File: config.mk
export PLATFORM = sky130hd
export DESIGN_NAME = ins_loader
export DESIGN_NICKNAME = d
export VERILOG_FILES = /design/src/rtl/ins_loader_pkg.sv /design/src/rtl/ins_loader_ldr_timeout.sv /design/src/rtl/ins_loader.sv
export SDC_FILE = /design/constraint.sdc
export NUM_CORES = 1
export LEC_CHECK = 0
export ABC_AREA = 1
export CORE_MARGIN = 1.5
export CORE_UTILIZATION = 40
export CTS_CLUSTER_DIAMETER = 120
export DETAILED_ROUTE_END_ITERATION = 12
export HOLD_SLACK_MARGIN = 0.1
export PLACE_DENSITY_LB_ADDON = 0.05
export REMOVE_ABC_BUFFERS = 1
export SLEW_MARGIN = 20
export SYNTH_ARGS = -nofsm -noshare
export SYNTH_HDL_FRONTEND = slang
export SYNTH_HIERARCHICAL = 1
export SYNTH_SLANG_ARGS = --single-unit
File: constraint.sdc
create_clock -name CLK -period 2.38 [get_ports CLK]
set_clock_uncertainty 0.05 [all_clocks]
set_input_delay 0.476 -clock CLK [delete_from_list [all_inputs] [get_ports CLK]]
set_output_delay 0.476 -clock CLK [all_outputs]
set_load 0.02 [all_outputs]
File: src/rtl/ins_loader_pkg.sv
// Shared constants and state encoding for the instruction-memory loader.
package ins_loader_pkg;

  // Loader FSM states
  typedef enum logic [2:0] {
    ST_IDLE    = 3'd0,
    ST_HDR_HI  = 3'd1,
    ST_HDR_LO  = 3'd2,
    ST_PAYLOAD = 3'd3,
    ST_WRITE   = 3'd4,
    ST_DONE    = 3'd5,
    ST_ERR     = 3'd6
  } ldr_state_t;

  // Header is a big-endian word count; payload words are big-endian 32-bit
  localparam int HDR_BYTES      = 2;
  localparam int BYTES_PER_WORD = 4;
  localparam int COUNT_W        = 8 * HDR_BYTES;
  localparam int BYTE_IDX_W     = $clog2(BYTES_PER_WORD);

  // States in which the loader is willing to take a byte
  function automatic logic is_rx_state(input ldr_state_t s);
    return (s == ST_HDR_HI) || (s == ST_HDR_LO) || (s == ST_PAYLOAD);
  endfunction

  // States in which Start is honoured
  function automatic logic is_idle_state(input ldr_state_t s);
    return (s == ST_IDLE) || (s == ST_DONE) || (s == ST_ERR);
  endfunction

endpackage

File: src/rtl/ins_loader_ldr_timeout.sv
// Idle-cycle watchdog: counts enabled cycles, clears on demand, and flags
// the cycle in which the TIMEOUT-th consecutive idle cycle occurs.
module ins_loader_ldr_timeout #(
  parameter int TIMEOUT = 100000
) (
  input  logic CLK,
  input  logic RST,
  input  logic clr,
  input  logic en,
  output logic Expired
);

  localparam int CNT_W = (TIMEOUT > 1) ? $clog2(TIMEOUT + 1) : 1;

  logic [CNT_W-1:0] cnt_reg;

  // Terminal flag fires during the idle cycle that completes the budget
  assign Expired = en && !clr && (cnt_reg == CNT_W'(TIMEOUT - 1));

  // Idle counter: clear wins, stops once the terminal count is reached
  always_ff @(posedge CLK or negedge RST) begin
    if (!RST) begin
      cnt_reg <= '0;
    end else if (clr) begin
      cnt_reg <= '0;
    end else if (en && !Expired) begin
      cnt_reg <= cnt_reg + 1'b1;
    end
  end

endmodule

File: src/rtl/ins_loader.sv
// Program loader: parses a word-count header from a byte stream, assembles
// big-endian instruction words, writes them to instruction memory and holds
// the core in reset until the whole image has been written.
module ins_loader
  import ins_loader_pkg::*;
#(
  parameter int MAX_WORDS = 1024,
  parameter int TIMEOUT   = 100000
) (
  input  logic        CLK,
  input  logic        RST,
  input  logic        Start,
  input  logic [7:0]  RxData,
  input  logic        RxValid,
  output logic        RxReady,
  output logic [31:0] W_Ins,
  output logic        WE,
  output logic [31:0] WAddr,
  output logic        CpuHold,
  output logic        Done,
  output logic        Err
);

  localparam logic [BYTE_IDX_W-1:0] LAST_IDX = BYTE_IDX_W'(BYTES_PER_WORD - 1);

  ldr_state_t              state_reg, state_next;
  logic [COUNT_W-1:0]      count_reg;
  logic [BYTE_IDX_W-1:0]   byte_idx_reg;
  logic [23:0]             asm_reg;
  logic [31:0]             w_ins_reg;
  logic [31:0]             waddr_reg;
  logic                    we_reg;
  logic                    rx_ready_reg;
  logic                    cpu_hold_reg;
  logic                    done_reg;
  logic                    err_reg;

  logic                    xfer;
  logic                    start_ok;
  logic                    tmo_en;
  logic                    tmo_clr;
  logic                    tmo_expired;
  logic [COUNT_W-1:0]      hdr_count;
  logic                    last_word;

  // RxReady is registered from the state, so it already gates the handshake
  assign xfer      = RxValid && rx_ready_reg;
  assign start_ok  = Start && is_idle_state(state_reg);
  assign tmo_en    = ((state_reg == ST_HDR_LO) || (state_reg == ST_PAYLOAD)) && !xfer;
  assign tmo_clr   = xfer || start_ok;
  assign hdr_count = {count_reg[COUNT_W-1:8], RxData};
  assign last_word = ((waddr_reg + 32'd1) == 32'(count_reg));

  ins_loader_ldr_timeout #(
    .TIMEOUT (TIMEOUT)
  ) u_timeout (
    .CLK     (CLK),
    .RST     (RST),
    .clr     (tmo_clr),
    .en      (tmo_en),
    .Expired (tmo_expired)
  );

  // Next-state logic
  always_comb begin
    state_next = state_reg;
    case (state_reg)
      ST_IDLE, ST_DONE, ST_ERR: begin
        if (Start) state_next = ST_HDR_HI;
      end
      ST_HDR_HI: begin
        if (xfer) state_next = ST_HDR_LO;
      end
      ST_HDR_LO: begin
        if (tmo_expired) begin
          state_next = ST_ERR;
        end else if (xfer) begin
          if (hdr_count == '0)
            state_next = ST_DONE;
          else if (32'(hdr_count) > 32'(MAX_WORDS))
            state_next = ST_ERR;
          else
            state_next = ST_PAYLOAD;
        end
      end
      ST_PAYLOAD: begin
        if (tmo_expired)
          state_next = ST_ERR;
        else if (xfer && (byte_idx_reg == LAST_IDX))
          state_next = ST_WRITE;
      end
      ST_WRITE: begin
        state_next = last_word ? ST_DONE : ST_PAYLOAD;
      end
      default: state_next = ST_IDLE;
    endcase
  end

  // State register and registered status outputs decoded from the next state
  always_ff @(posedge CLK or negedge RST) begin
    if (!RST) begin
      state_reg    <= ST_IDLE;
      rx_ready_reg <= 1'b0;
      we_reg       <= 1'b0;
      cpu_hold_reg <= 1'b1;
      done_reg     <= 1'b0;
      err_reg      <= 1'b0;
    end else begin
      state_reg    <= state_next;
      rx_ready_reg <= is_rx_state(state_next);
      we_reg       <= (state_next == ST_WRITE);
      cpu_hold_reg <= (state_next != ST_DONE);
      done_reg     <= (state_next == ST_DONE);
      err_reg      <= (state_next == ST_ERR);
    end
  end

  // Header capture, word assembly and write-address tracking
  always_ff @(posedge CLK or negedge RST) begin
    if (!RST) begin
      count_reg    <= '0;
      byte_idx_reg <= '0;
      asm_reg      <= '0;
      w_ins_reg    <= '0;
      waddr_reg    <= '0;
    end else begin
      if (start_ok) begin
        waddr_reg    <= '0;
        byte_idx_reg <= '0;
      end
      case (state_reg)
        ST_HDR_HI: if (xfer) count_reg[COUNT_W-1:8] <= RxData;
        ST_HDR_LO: if (xfer) count_reg[7:0] <= RxData;
        ST_PAYLOAD: begin
          if (xfer) begin
            case (byte_idx_reg)
              2'd0:    asm_reg[23:16] <= RxData;
              2'd1:    asm_reg[15:8]  <= RxData;
              2'd2:    asm_reg[7:0]   <= RxData;
              default: w_ins_reg      <= {asm_reg, RxData};
            endcase
            byte_idx_reg <= byte_idx_reg + 1'b1;
          end
        end
        ST_WRITE: begin
          waddr_reg    <= waddr_reg + 32'd1;
          byte_idx_reg <= '0;
        end
        default: ;
      endcase
    end
  end

  assign RxReady = rx_ready_reg;
  assign W_Ins   = w_ins_reg;
  assign WE      = we_reg;
  assign WAddr   = waddr_reg;
  assign CpuHold = cpu_hold_reg;
  assign Done    = done_reg;
  assign Err     = err_reg;

endmodule

== Yosys cells after proc, flatten, opt, wreduce, memory -nomap -nowiden ==
Index checks and enable logic that the tools add are counted.
Storage, ports and cells
  flip-flop bits (word level): 131
  latch bits: 0
  memory bits (writable): 0
  ROM bits: 0
  memories kept: 0
Operators by class
  $add $sub $neg: 3
  multiply operators: 0
  divide/modulo/power cells: 0
  $lt $le $gt $ge: 1
  equality and inequality tests: 18
  shift operators: 0
  muxes and demuxes: 17
  bitwise logic cells: 1
  reductions and logical operators: 29
Operator list (number)
  $mux W32: 2
  $mux W17: 2
  $add A32 B1 Y32 const B: 1
  $eq A32 B16 Y1: 1
  $mux W3: 9
  $eq A3 B3 Y1 const B: 6
  $add A17 B1 Y17 const B: 1
  $eq A17 B17 Y1 const B: 1
  $gt A16 B11 Y1 const B: 1
  $logic_not A16 Y1: 1
  $pmux W3 S5: 1
  $eq A3 B2 Y1 const B: 4
  $reduce_and A3 Y1: 4
  $logic_and A1 B1 Y1: 7
  $eq A3 B1 Y1 const B: 2
  $logic_or A1 B1 Y1: 6
  $reduce_or A3 Y1: 2
  $eq A2 B2 Y1 const B: 2
  $mux W2: 2
  $pmux W2 S2: 1
  $reduce_and A2 Y1: 2
  $reduce_bool A2 Y1: 2
  $logic_not A1 Y1: 3
  $logic_not A3 Y1: 1
  5 further kinds: 5

== Logic depth before layout (Yosys ltp) ==
  depth in word-level cells: 13
  mapped depth: 18
  gate-level depth less buffers: 18

== Cells and area by module ==
The synthesis kept the hierarchy.
By module, submodules not included
  ins_loader: times used 1, cells an instance 774, area an instance 6010.8 µm², seq. area each 2854.0 µm²
  ins_loader_ldr_timeout: times used 1, cells an instance 190, area an instance 1253.7 µm², seq. area each 425.4 µm²

== Worst setup path before layout ==
OpenSTA, ideal clock, no wires.
  path type: register to register
  start point: register waddr_reg[0], in the netlist WAddr[0]
  end point: register rx_ready_reg, in the netlist RxReady
  arrival time: 2012 ps
  data required time: 2217 ps
  path slack: 205 ps
  stages on the path, launching flop included: 17
  path buffers: 0
  cells stage by stage: dfrtp_1 ha_1 nand2_1 nor2_4 nand2_2 nor2_4 nand2_1 nand2_1 nand2_1 nor2_1 nand2_1 nor2_1 nand3_2 nor2_2 a21oi_2 nand2_1 inv_1
On the way
  word-level cells in the longest chain between the ends: 7
Ends and longest elaborated chain
  start: declaration: RTL line ins_loader.sv:31  | logic [31:0] waddr_reg;
  start signal: assignment: RTL line ins_loader.sv:146  | waddr_reg <= waddr_reg + 32'd1;
  $add A32 B1 Y32 (*): RTL line ins_loader.sv:52  | assign last_word = ((waddr_reg + 32'd1) == 32'(count_reg));
  $eq A32 B16 Y1 (*): RTL line ins_loader.sv:52
  $mux W3 (*): RTL line ins_loader.sv:93  | state_next = last_word ? ST_DONE : ST_PAYLOAD;
  $pmux W3 S5 (*): RTL line ins_loader.sv:67  | case (state_reg)
  $eq A3 B1 Y1 / $eq A3 B2 Y1 (equally long branches): RTL line ins_loader_pkg.sv:23  | return (s == ST_HDR_HI) || (s == ST_HDR_LO) || (s == ST_PAYLOAD);
  $logic_or A1 B1 Y1: RTL line ins_loader_pkg.sv:23
  $logic_or A1 B1 Y1 (*): RTL line ins_loader_pkg.sv:23
  end signal: assignment: RTL line ins_loader.sv:110  | rx_ready_reg <= is_rx_state(state_next);
  end: declaration: RTL line ins_loader.sv:33  | logic rx_ready_reg;
Every way passes the cells marked *; elsewhere a longest branch is shown, timed or not.
A chain may end at the register's enable or synchronous reset.

== Worst setup path in the final report ==
  start point: register waddr_reg[1], in the netlist WAddr[1]
  end point: register rx_ready_reg, in the netlist RxReady
Same word-level chain as after synthesis.

==> out/metrics.yaml <==
detailed_routing:
  viasPerCell: 4.93
  antenna_left: 0
  wl_mm: 20.3
  post-route-drc-count: 0
  drt-initial-drc-count: 336
  via_count: 6698
  drt-wirelength-per-cell_um: 14.9
  drtPass1Iterations: 4
setup_path:
  r2r_slack_ns: 0.05
  critical_path.endpoint_type: "flop"
  reg2reg_depth: 17
  cp.depth: 17
  cp_top_family: "simple AND/OR/NAND/NOR gates"
  arrival_ns: 2.60
  start_kind: "flop"
  r2r-start: "WAddr[1]$_DFFE_PN0P_"
  slowest_stage: "dfrtp_1"
  startpoint: "WAddr[1]$_DFFE_PN0P_"
  crit_type: "reg -> reg"
  critPathRequiredTime_ns: 2.65
  crit_path_max_fanout: 5
  critPathMaxStageDelay_ns: 0.42
  crit_buf_inv: 2
  path_cells: "ha_4, nand2_4, nor2_4, buf_6, nand2_4, nor2_4, nand2_1, nand2_1, nand2_2, nor2_2, nand2_1, nor2_1, nand3_2, nor2_4, a21oi_4, nand2_1, inv_1"
  crit_top_cell: "nand2_1"
pwr:
  leakage_nw: 4.61
  peakVddDrop_mv: 0.567
  powerDensity_nw_per_um2: 813
finish:
  syn_to_final_growth_pct: 33.2
  post_route_cells_drive_above_1_share_pct: 20.2
  n_antenna_cell: 0
  final_nets: 1137
  stdcell_count: 1360
  utilization_pct: 54.1
clock_network:
  clk_pin_slew_ns: 0.06
  cts-root-buf: "clkbuf_16"
  numCtsBuffers: 17
  clockBufferDepth: 2
  clock_sink_count: 131
  insertion_delay_ns: 0.42
  htreeDepth: 4
  cts_tree: "yes"
timing:
  maxSlewViolCount: 0
  fmax_mhz: 429
  holdWs_ns: 0.437
  finalSetupViolCount: 0
  hold_violations: 0
  slew_headroom_pct: 63.5
  rsz0062_at_grt: "true"
  fin_crit_ns: 2.33
  fin_crit_sh_pct: 97.9
  worstMarginPinSlew_ns: 0.545
  finalSetupTns_ns: 0
outcome:
  status: "completed"
synth:
  synth-xor-area-share_pct: 0.603
  synth-simple-area-share_pct: 34.2
  synth_commonest_cells: "nand2_1, dfrtp_1, nor2_1"
  netlist_instances: 964
  synth-seq-cells: 131
  synth_area_leaders: "dfrtp_1, nand2_1, nor2_1"
  async_reset_ff_share_pct: 100
  synth-seq-area-share_pct: 45.1
  yosysMostFrequentCell: "nand2_1"
  synth_edf_count: 0
  syn_avg_cell_area_um2: 7.54
  synth.cell_area_um2: 7260
  synth_warnings: 6
  synth_top_cell_by_area: "dfrtp_1"
  ys.flop_type: "dfrtp_1"
  ys_types: 40
  synth_top_family_by_area: "simple AND/OR/NAND/NOR gates"
  synth-adder-area-share_pct: 1.21
  synth_mux_area_share_pct: 3.72
  synth.top_cell.area_share_pct: 44.8
  synth_compound_area_share_pct: 7.97
die:
  rows: 49
  die_w_um: 138
  die_area_um2: 19000
  die_h_um: 138
  start_util_pct: 40.6
  coreArea_um2: 17900
  ios: 81
worst_hold_path:
  min_from: "asm_reg[21]$_DFFE_PN0P_"
  hp-class: "reg -> reg"
  whs_path_depth: 2
global_routing:
  grt_max_degree: 49
  antenna_found_initial: 0
  grt_pass1_vias: 6229
  grt_pass1_wl_mm: 32.1
  overflow: 0
  gr-usage-all-layers_pct: 22.2
flow_run:
  cap_violations: 0
placement:
  gp_congestion: 0.938
  place_inst: 1306
  dp_hpwl_mm: 14.6
  io_buffers: 80
==> per-layer routing <==
| metal | global-route usage (%) | part of all wire, % |
|---|---|---|
| met2 | 38.1 | 49 |
| met1 | 28.2 | 46 |
| met5 | 0 | 0 |
| met3 | 3.90 | 2.9 |
| met4 | 7.64 | 2.2 |
==> per-stage QoR <==
step / total power [mW] / cell area (µm²) / setup WS, ns
4_1_cts: 7.80 / 9290 / 0.0335
3_5_place_dp: 5.20 / 8700 / -0.0553
5_1_grt: 8.36 / 9680 / -0.0644
6_report: 7.86 / 9680 / 0.0496
2_1_floorplan: 4.23 / 7160 / 0.0117
3_3_place_gp: 5.18 / 8700 / -0.0461
==> report_power, final <==
group / leakage (nW) / switching (mW) / internal [mW]
clock: 0.283 / 1.16 / 1.40
sequential: 1.75 / 0.346 / 2.65
combinational: 2.57 / 1.38 / 0.924
==> worst register-to-register path, delay by kind of cell (launching register included) <==
kind | cells | cell delay [ns]
buffers and inverters | 2 | 0.18
AO/OA/AOI/OAI | 1 | 0.08
adder cells (fa/ha/maj) | 1 | 0.17
flip-flops | 1 | 0.42
AND/OR/NAND/NOR | 13 | 1.32
==> placed cells by master, fill, tap and decap left out, types with 18 or more instances in the layout <==
cell type        instances
mux2_2                  24
buf_4                   66
o22ai_1                 28
nor2_2                  19
nand2_2                 22
dfrtp_1                123
nand3_1                 76
nor2_1                  94
inv_1                  100
clkdlybuf4s50_1         79
o21ai_0                 57
nand2_1                293
clkbuf_16               18
==> worst paths after layout <==
check | to
min | asm_reg[21]$_DFFE_PN0P_
max | RxReady$_DFF_PN0_
max in group asynchronous | CpuHold$_DFF_PN1_
min in group asynchronous | WAddr[4]$_DFFE_PN0P_
min reg2reg | asm_reg[21]$_DFFE_PN0P_
max reg2reg | RxReady$_DFF_PN0_
==> cell type report <==
| cell class | instances | area, µm² |
|---|---|---|
| flip-flops and latches | 131 | 3290 |
| well taps | 229 | 287 |
| fillers | 1718 | 8230 |
| repair buffers | 155 | 1450 |
| clock buffers | 17 | 425 |
| inverters | 111 | 417 |
| multi-input cells | 702 | 3660 |
| clock inverters | 15 | 153 |
==> timing repair <==
action	CTS	global route
buffers inserted	0	20
setup endpoints to repair	0	19
endpoints found under the hold margin	45	0
gates resized for setup	0	72
hold buffers	1	0
==> cells by family after synthesis <==
family	after synthesis
and+or+nand+nor	563
AOI/OAI and AO/OA	103
xor gates and xnor gates	5
adders and majority gates	7
muxes	24
buffers and inverters	131
DFF	131
Power figures use the tool's default switching activity.
